File: src/rtl/bht_port_sched_pkg.sv
// Shared defaults and grant encoding for the branch-history-table port scheduler.
package bht_port_sched_pkg;
  localparam int DEF_ADDR_W     = 7;
  localparam int DEF_HIST_W     = 10;
  localparam int DEF_DEPTH      = 4;
  localparam int DEF_STARVE_MAX = 3;

  typedef enum logic [1:0] {
    GNT_IDLE  = 2'd0,
    GNT_LOOK  = 2'd1,
    GNT_DRAIN = 2'd2
  } grant_e;
endpackage

File: src/rtl/bht_port_sched_if.sv
// Lookup, update and table-port signals of the scheduler; slave = scheduler side.
interface bht_port_sched_if
  import bht_port_sched_pkg::*;
#(
  parameter int ADDR_W = DEF_ADDR_W,
  parameter int HIST_W = DEF_HIST_W,
  parameter int DEPTH  = DEF_DEPTH
) ();
  localparam int CNT_W = $clog2(DEPTH) + 1;

  logic              lk_valid;
  logic [ADDR_W-1:0] lk_addr;
  logic              lk_ready;
  logic              lk_hist_valid;
  logic [HIST_W-1:0] lk_hist;
  logic              lk_stale;
  logic              up_valid;
  logic [ADDR_W-1:0] up_addr;
  logic              up_taken;
  logic              up_ready;
  logic [ADDR_W-1:0] tab_addr;
  logic              tab_wr_en;
  logic              tab_wr_data;
  logic [HIST_W-1:0] tab_rd_data;
  logic [CNT_W-1:0]  fifo_cnt;

  modport slave (
    input  lk_valid, lk_addr, up_valid, up_addr, up_taken, tab_rd_data,
    output lk_ready, lk_hist_valid, lk_hist, lk_stale, up_ready,
           tab_addr, tab_wr_en, tab_wr_data, fifo_cnt
  );

  modport master (
    output lk_valid, lk_addr, up_valid, up_addr, up_taken, tab_rd_data,
    input  lk_ready, lk_hist_valid, lk_hist, lk_stale, up_ready,
           tab_addr, tab_wr_en, tab_wr_data, fifo_cnt
  );
endinterface

File: src/rtl/bht_upd_fifo.sv
// Circular buffer of pending history updates with a parallel address match
// over the occupied slots.
module bht_upd_fifo
  import bht_port_sched_pkg::*;
#(
  parameter int ADDR_W = DEF_ADDR_W,
  parameter int DEPTH  = DEF_DEPTH,
  parameter int CNT_W  = $clog2(DEPTH) + 1
) (
  input  logic              clk,
  input  logic              reset,
  input  logic              push,
  input  logic [ADDR_W-1:0] push_addr,
  input  logic              push_taken,
  input  logic              pop,
  output logic [ADDR_W-1:0] head_addr,
  output logic              head_taken,
  output logic [CNT_W-1:0]  cnt,
  input  logic [ADDR_W-1:0] match_addr,
  output logic              match
);
  localparam int PTR_W = $clog2(DEPTH);

  typedef struct packed {
    logic [ADDR_W-1:0] addr;
    logic              taken;
  } upd_t;

  upd_t             mem [DEPTH];
  logic [PTR_W-1:0] wr_ptr, rd_ptr;
  logic [DEPTH-1:0] hit;

  always_ff @(posedge clk) begin
    if (reset) begin
      wr_ptr <= '0;
      rd_ptr <= '0;
      cnt    <= '0;
    end else begin
      if (push) wr_ptr <= wr_ptr + 1'b1;
      if (pop)  rd_ptr <= rd_ptr + 1'b1;
      cnt <= cnt + CNT_W'(push) - CNT_W'(pop);
    end
  end

  always_ff @(posedge clk) begin
    if (push) mem[wr_ptr] <= '{addr: push_addr, taken: push_taken};
  end

  // A slot is live when its distance from the head is below the occupancy.
  for (genvar g = 0; g < DEPTH; g++) begin : g_match
    assign hit[g] = (CNT_W'(PTR_W'(g) - rd_ptr) < cnt) && (mem[g].addr == match_addr);
  end

  assign match      = |hit;
  assign head_addr  = mem[rd_ptr].addr;
  assign head_taken = mem[rd_ptr].taken;
endmodule

File: src/rtl/bht_port_sched.sv
// Arbitrates the single table address port between predict lookups and
// buffered commit updates, with starvation and full-FIFO forced drains.
module bht_port_sched
  import bht_port_sched_pkg::*;
#(
  parameter int ADDR_W     = DEF_ADDR_W,
  parameter int HIST_W     = DEF_HIST_W,
  parameter int DEPTH      = DEF_DEPTH,
  parameter int STARVE_MAX = DEF_STARVE_MAX
) (
  input  logic            clk,
  input  logic            reset,
  bht_port_sched_if.slave bus
);
  localparam int CNT_W = $clog2(DEPTH) + 1;
  localparam int ST_W  = (STARVE_MAX < 1) ? 1 : $clog2(STARVE_MAX + 1);

  grant_e            grant;
  logic [ST_W-1:0]   starve;
  logic [CNT_W-1:0]  cnt;
  logic [ADDR_W-1:0] head_addr;
  logic              head_taken;
  logic              match;
  logic              push, pop, pending, full;

  assign pending = (cnt != '0);
  assign full    = (cnt == CNT_W'(DEPTH));

  always_comb begin
    grant = GNT_IDLE;
    if (reset)                                          grant = GNT_IDLE;
    else if (full)                                      grant = GNT_DRAIN;
    else if (pending && starve == ST_W'(STARVE_MAX))    grant = GNT_DRAIN;
    else if (bus.lk_valid)                              grant = GNT_LOOK;
    else if (pending)                                   grant = GNT_DRAIN;
  end

  assign bus.up_ready = !reset && !full;
  assign push         = bus.up_valid && bus.up_ready;
  assign pop          = (grant == GNT_DRAIN);
  assign bus.lk_ready = (grant == GNT_LOOK);
  assign bus.fifo_cnt = cnt;

  always_comb begin
    bus.tab_addr    = '0;
    bus.tab_wr_en   = 1'b0;
    bus.tab_wr_data = 1'b0;
    case (grant)
      GNT_LOOK:  bus.tab_addr = bus.lk_addr;
      GNT_DRAIN: begin
        bus.tab_addr    = head_addr;
        bus.tab_wr_en   = 1'b1;
        bus.tab_wr_data = head_taken;
      end
      default: ;
    endcase
  end

  // Counts cycles a non-empty FIFO was denied the port; an empty FIFO owes nothing.
  always_ff @(posedge clk) begin
    if (reset || pop || !pending)             starve <= '0;
    else if (starve != ST_W'(STARVE_MAX))     starve <= starve + 1'b1;
  end

  always_ff @(posedge clk) begin
    if (reset) begin
      bus.lk_hist_valid <= 1'b0;
      bus.lk_hist       <= '0;
      bus.lk_stale      <= 1'b0;
    end else begin
      bus.lk_hist_valid <= (grant == GNT_LOOK);
      if (grant == GNT_LOOK) begin
        bus.lk_hist  <= bus.tab_rd_data;
        bus.lk_stale <= match;
      end
    end
  end

  bht_upd_fifo #(
    .ADDR_W (ADDR_W),
    .DEPTH  (DEPTH),
    .CNT_W  (CNT_W)
  ) u_fifo (
    .clk        (clk),
    .reset      (reset),
    .push       (push),
    .push_addr  (bus.up_addr),
    .push_taken (bus.up_taken),
    .pop        (pop),
    .head_addr  (head_addr),
    .head_taken (head_taken),
    .cnt        (cnt),
    .match_addr (bus.lk_addr),
    .match      (match)
  );
endmodule
File: src/flat_wrapper.sv
// flat-port wrapper written by rule: the top's interface ports become plain ports
module bht_port_sched_flat import bht_port_sched_pkg::*;
#(
  parameter int ADDR_W     = DEF_ADDR_W,
  parameter int HIST_W     = DEF_HIST_W,
  parameter int DEPTH      = DEF_DEPTH,
  parameter int STARVE_MAX = DEF_STARVE_MAX
)
  (clk, reset, bus_lk_valid, bus_lk_addr, bus_up_valid, bus_up_addr, bus_up_taken, bus_tab_rd_data, bus_lk_ready, bus_lk_hist_valid, bus_lk_hist, bus_lk_stale, bus_up_ready, bus_tab_addr, bus_tab_wr_en, bus_tab_wr_data, bus_fifo_cnt);
  bht_port_sched_if #(.ADDR_W(ADDR_W), .HIST_W(HIST_W), .DEPTH(DEPTH)) bus_i ();
  input  logic clk;
  input  logic reset;
  input wire logic [$bits(bus_i.lk_valid)-1:0] bus_lk_valid;
  input wire logic [$bits(bus_i.lk_addr)-1:0] bus_lk_addr;
  input wire logic [$bits(bus_i.up_valid)-1:0] bus_up_valid;
  input wire logic [$bits(bus_i.up_addr)-1:0] bus_up_addr;
  input wire logic [$bits(bus_i.up_taken)-1:0] bus_up_taken;
  input wire logic [$bits(bus_i.tab_rd_data)-1:0] bus_tab_rd_data;
  output wire logic [$bits(bus_i.lk_ready)-1:0] bus_lk_ready;
  output wire logic [$bits(bus_i.lk_hist_valid)-1:0] bus_lk_hist_valid;
  output wire logic [$bits(bus_i.lk_hist)-1:0] bus_lk_hist;
  output wire logic [$bits(bus_i.lk_stale)-1:0] bus_lk_stale;
  output wire logic [$bits(bus_i.up_ready)-1:0] bus_up_ready;
  output wire logic [$bits(bus_i.tab_addr)-1:0] bus_tab_addr;
  output wire logic [$bits(bus_i.tab_wr_en)-1:0] bus_tab_wr_en;
  output wire logic [$bits(bus_i.tab_wr_data)-1:0] bus_tab_wr_data;
  output wire logic [$bits(bus_i.fifo_cnt)-1:0] bus_fifo_cnt;
  assign bus_i.lk_valid = bus_lk_valid;
  assign bus_i.lk_addr = bus_lk_addr;
  assign bus_i.up_valid = bus_up_valid;
  assign bus_i.up_addr = bus_up_addr;
  assign bus_i.up_taken = bus_up_taken;
  assign bus_i.tab_rd_data = bus_tab_rd_data;
  assign bus_lk_ready = bus_i.lk_ready;
  assign bus_lk_hist_valid = bus_i.lk_hist_valid;
  assign bus_lk_hist = bus_i.lk_hist;
  assign bus_lk_stale = bus_i.lk_stale;
  assign bus_up_ready = bus_i.up_ready;
  assign bus_tab_addr = bus_i.tab_addr;
  assign bus_tab_wr_en = bus_i.tab_wr_en;
  assign bus_tab_wr_data = bus_i.tab_wr_data;
  assign bus_fifo_cnt = bus_i.fifo_cnt;
  bht_port_sched #(.ADDR_W(ADDR_W), .HIST_W(HIST_W), .DEPTH(DEPTH), .STARVE_MAX(STARVE_MAX)) u_core (.clk(clk), .reset(reset), .bus(bus_i));
endmodule
File: config.mk
export PLATFORM = sky130hd
export DESIGN_NAME = bht_port_sched_flat
export DESIGN_NICKNAME = d
export VERILOG_FILES = /design/src/rtl/bht_port_sched_pkg.sv /design/src/rtl/bht_port_sched_if.sv /design/src/rtl/bht_upd_fifo.sv /design/src/rtl/bht_port_sched.sv /design/src/flat_wrapper.sv
export SDC_FILE = /design/constraint.sdc
export NUM_CORES = 1
export LEC_CHECK = 0
export BUFFER_PORTS_ARGS = -buffer_cell sky130_fd_sc_hd__buf_2
export CAP_MARGIN = 20
export CORE_ASPECT_RATIO = 1.4
export CORE_MARGIN = 1.5
export CORE_UTILIZATION = 49
export CTS_CLUSTER_SIZE = 8
export DETAILED_ROUTE_END_ITERATION = 10
export GPL_TIMING_DRIVEN = 0
export PLACE_DENSITY = 0.72
export SETUP_SLACK_MARGIN = 0.2
export SLEW_MARGIN = 20
export SYNTH_ARGS = -nofsm -noshare
export SYNTH_HDL_FRONTEND = slang
export SYNTH_HIERARCHICAL = 1
export SYNTH_SLANG_ARGS = --single-unit
File: constraint.sdc
create_clock -name clk -period 8.2 [get_ports clk]
set_clock_uncertainty 0.2 [all_clocks]
set_input_delay 0 -clock clk [delete_from_list [all_inputs] [get_ports clk]]
set_output_delay 0 -clock clk [all_outputs]
set_load 0.01 [all_outputs]
==> results.ini <==
[status]
outcome = completed

[floorplanning]
initial_core_util_pct = 50.8
die_h_um = 92.2
ioPinCount = 55
rows = 32
die_w_um = 66.7
dieArea_um2 = 6150
core-area_um2 = 5490

[worst_setup_path]
worstPathRequired_ps = 8210
rr_startpoint = u_core/u_fifo/cnt[0]$_SDFF_PP0_
ff2ff_setup_slack_ps = 5200
cp_data_arrival_time_ps = 3010
crit_top_cell = ha_1
critPathSlowestCell = ha_1
cp-end-kind = flop
crit_path_max_fanout = 10
critPathKind = reg2reg
cp_slowest_stage_delay_ps = 530
r2r-end = u_core/u_fifo/cnt[2]$_SDFF_PP0_
r2r.worst_path.cells = 10
path_cells = or2_1, a311oi_1, ha_1, ha_1, inv_1, ha_1, fa_1, xnor2_1, xnor2_1, nor2_1
start_kind = flop

[routing]
drt_wl_total_um = 5710
ant_nets = 0
dr.pass1.iters = 4
drc = 0
initialDrtViolationCount = 64
vias = 1916
via_per_inst = 5.15
avgRoutedWirePerCell_um = 15.3

[power]
power.leakage_nw = 1.42
ir_drop_mv = 0.124
power_per_cell_area_nw_per_um2 = 231

[timing]
slew_headroom_pct = 59.7
worst_pin_slew_ps = 602
rsz0062_at_grt = false
period_minus_slack_ps = 3000
fin_tns_setup_ps = 0
fmax_ghz = 0.333
slew_viol_final = 0
finalHoldViolations = 0
setup_violations = 0
finalCritPeriodShare_pct = 36.6

[yosys]
yosys_warnings = 6
ys_ff_latch = 55
synthTopCellsByArea = edfxtp_1 (35%), dfxtp_1 (17%), xor2_1 (9.1%)
synth_area_um2 = 2780
avgSynthCellArea_um2 = 12.6
synthDistinctLibCells = 33
ys_seq_area_share_pct = 51.1
syn-instance-count = 221
netlist.top_cell.by_area = edfxtp_1
synth_fp_nets = 270
yosysTopAreaCellShare_pct = 34.5

[grt]
grt_max_degree = 17
grt-ovfl-total = 0
grt_pass1_vias = 1991
antenna_found_initial = 0
grt_pass1_wl_um = 9160
grt_usage_pct = 20.1

[cts]
clkSinkCount = 55
clk_pin_slew_ps = 100
htree_num_levels = 2
clockBufferDepth = 2
cts_root_buffer = clkbuf_8
cts_buffers = 5
cts_setup_buffers = 0
cts_tree = built
ctsResizeCount = 0
clock_latency_ps = 310
ctsHoldBuffers = 21

[job]
max_cap_violations = 0

[finish]
diodes = 0
stdcell_area_um2 = 3440
fin_nets = 352
area_delta_synth_final_pct = 23.6
drive_gt1_share_pct = 25.0
n_fill_cell = 446

[placed_design]
placed_cell_area_um2 = 3140
place.gp.congestion = 0.783
port_buffers = 54
hpwl_um = 4270

[min_path]
holdPathEnd = u_core/u_fifo/wr_ptr[0]$_SDFFE_PP0P_
hold_depth = 4
min_path_type = in2reg
hold_path.startpoint = bus_up_valid

[worst max path at each step]
stage,cells after the start,slack [ps],end,start
floorplan,10,5390,u_core/u_fifo/cnt[2]$_SDFF_PP0_,u_core/u_fifo/cnt[1]$_SDFF_PP0_
global placement,10,5230,u_core/u_fifo/cnt[2]$_SDFF_PP0_,u_core/u_fifo/cnt[0]$_SDFF_PP0_
detailed placement,10,5190,u_core/u_fifo/cnt[2]$_SDFF_PP0_,u_core/u_fifo/cnt[0]$_SDFF_PP0_
CTS,10,5180,u_core/u_fifo/cnt[2]$_SDFF_PP0_,u_core/u_fifo/cnt[0]$_SDFF_PP0_
global route,11,4950,u_core/u_fifo/cnt[2]$_SDFF_PP0_,u_core/starve[0]$_SDFFE_PP0P_
finish,10,5200,u_core/u_fifo/cnt[2]$_SDFF_PP0_,u_core/u_fifo/cnt[0]$_SDFF_PP0_
[sequential cells by signal (all words and copies together) (netlist names), named ones only]
name,cells
u_core/starve,2
u_core/u_fifo/cnt,3
u_core/bus.lk_hist_valid,1
u_core/bus.lk_hist,10
u_core/u_fifo/rd_ptr,2
u_core/u_fifo/mem,32
u_core/bus.lk_stale,1
u_core/u_fifo/wr_ptr,2
[area by class of cell]
cell class | instances | area, µm² | area share (%)
clock inverters | 1 | 8.76 | 0.255
repair buffers | 75 | 480 | 14.0
multi-input cells | 146 | 1280 | 37.1
well taps | 68 | 85.1 | 2.47
flip-flops and latches | 55 | 1420 | 41.3
inverters | 14 | 52.6 | 1.53
clock buffers | 7 | 76.3 | 2.22
plain buffers | 6 | 37.5 | 1.09
[where the power goes]
group | internal (W) | switching, W
sequential | 0.000322 | 0.0000272
clock | 0.0000618 | 0.0000872
combinational | 0.000141 | 0.000154
[placed cells by master (no fill, tap or decap), drive strengths merged]
cell,n
xor2,29
nand4,1
mux4,8
o21ai,2
dfxtp,23
a311oi,1
a311o,1
nand2b,1
or2,1
mux2i,14
nand2,1
nor4,9
nor2b,3
edfxtp,32
xnor2,4
dlygate4sd3,21
nand4bb,1
nand3,1
a22oi,7
nor2,25
and4bb,1
buf,59
o211ai,3
nor3,2
nor3b,2
and2,5
a21oi,4
fa,1
ha,19
inv,15
clkbuf,8
[kinds of logic after synthesis]
family	count (synthesis)	synth area share (%)
and+or+nand+nor	53	10.1
xor gates and xnor gates	33	10.4
muxes	22	11.5
AOI/OAI and AO/OA	18	4.45
buffers and inverters	20	3.24
DFF	55	51.1
adders and majority gates	20	9.26
[per-layer routing]
layer / up-vias / routed length (µm) / track usage [%]
met3: 14 / 206 / 3.68
met1: 910 / 2240 / 21.8
met4: 0 / 163 / 9.35
li1: 953 / - / -
met5: - / 0 / 0
met2: 39 / 3100 / 36.3
[critical path: cells and delay by family (launching register included)]
family,cells,cell delay [ps]
adders and majority gates,4,1290
AOI/OAI and AO/OA,1,350
xor gates and xnor gates,2,300
and+or+nand+nor,2,310
DFF,1,400
buffers and inverters,1,40
[through the flow]
stage / instances / utilization, % / worst slack (ps) / power [W] / hold slack [ps]
after floorplan: 221 / - / 5390 / 0.000560 / -128
final: 372 / 62.7 / 5200 / 0.000794 / 46.5
after detailed placement: 343 / 57.2 / 5190 / 0.000644 / 20.7
after global placement: 343 / 57.2 / 5230 / 0.000637 / 14.1
after CTS: 372 / 62.6 / 5180 / 0.000801 / 98.9
after global routing: 372 / 62.7 / 4950 / 0.000851 / 62.9
[cells in the mapped netlist]
| cell | number |
|---|---|
| a21oi_1 | 4 |
| a22oi_1 | 7 |
| a311o_1 | 1 |
| a311oi_1 | 1 |
| and2_1 | 5 |
| and4bb_2 | 1 |
| buf_2 | 3 |
| buf_4 | 1 |
| buf_6 | 1 |
| clkbuf_1 | 1 |
| dfxtp_1 | 23 |
| edfxtp_1 | 32 |
| fa_1 | 1 |
| ha_1 | 19 |
| inv_1 | 14 |
| mux2i_1 | 14 |
| mux4_2 | 8 |
| nand2_1 | 1 |
| nand2b_1 | 1 |
| nand3_1 | 1 |
| nand4_1 | 1 |
| nand4bb_1 | 1 |
| nor2_1 | 25 |
| nor2b_1 | 3 |
| nor3_1 | 2 |
| nor3b_1 | 1 |
| nor3b_2 | 1 |
| nor4_1 | 9 |
| o211ai_1 | 3 |
| o21ai_0 | 2 |
| or2_1 | 1 |
| xnor2_1 | 4 |
| xor2_1 | 29 |
No activity file was read; power rests on OpenSTA's default activity.
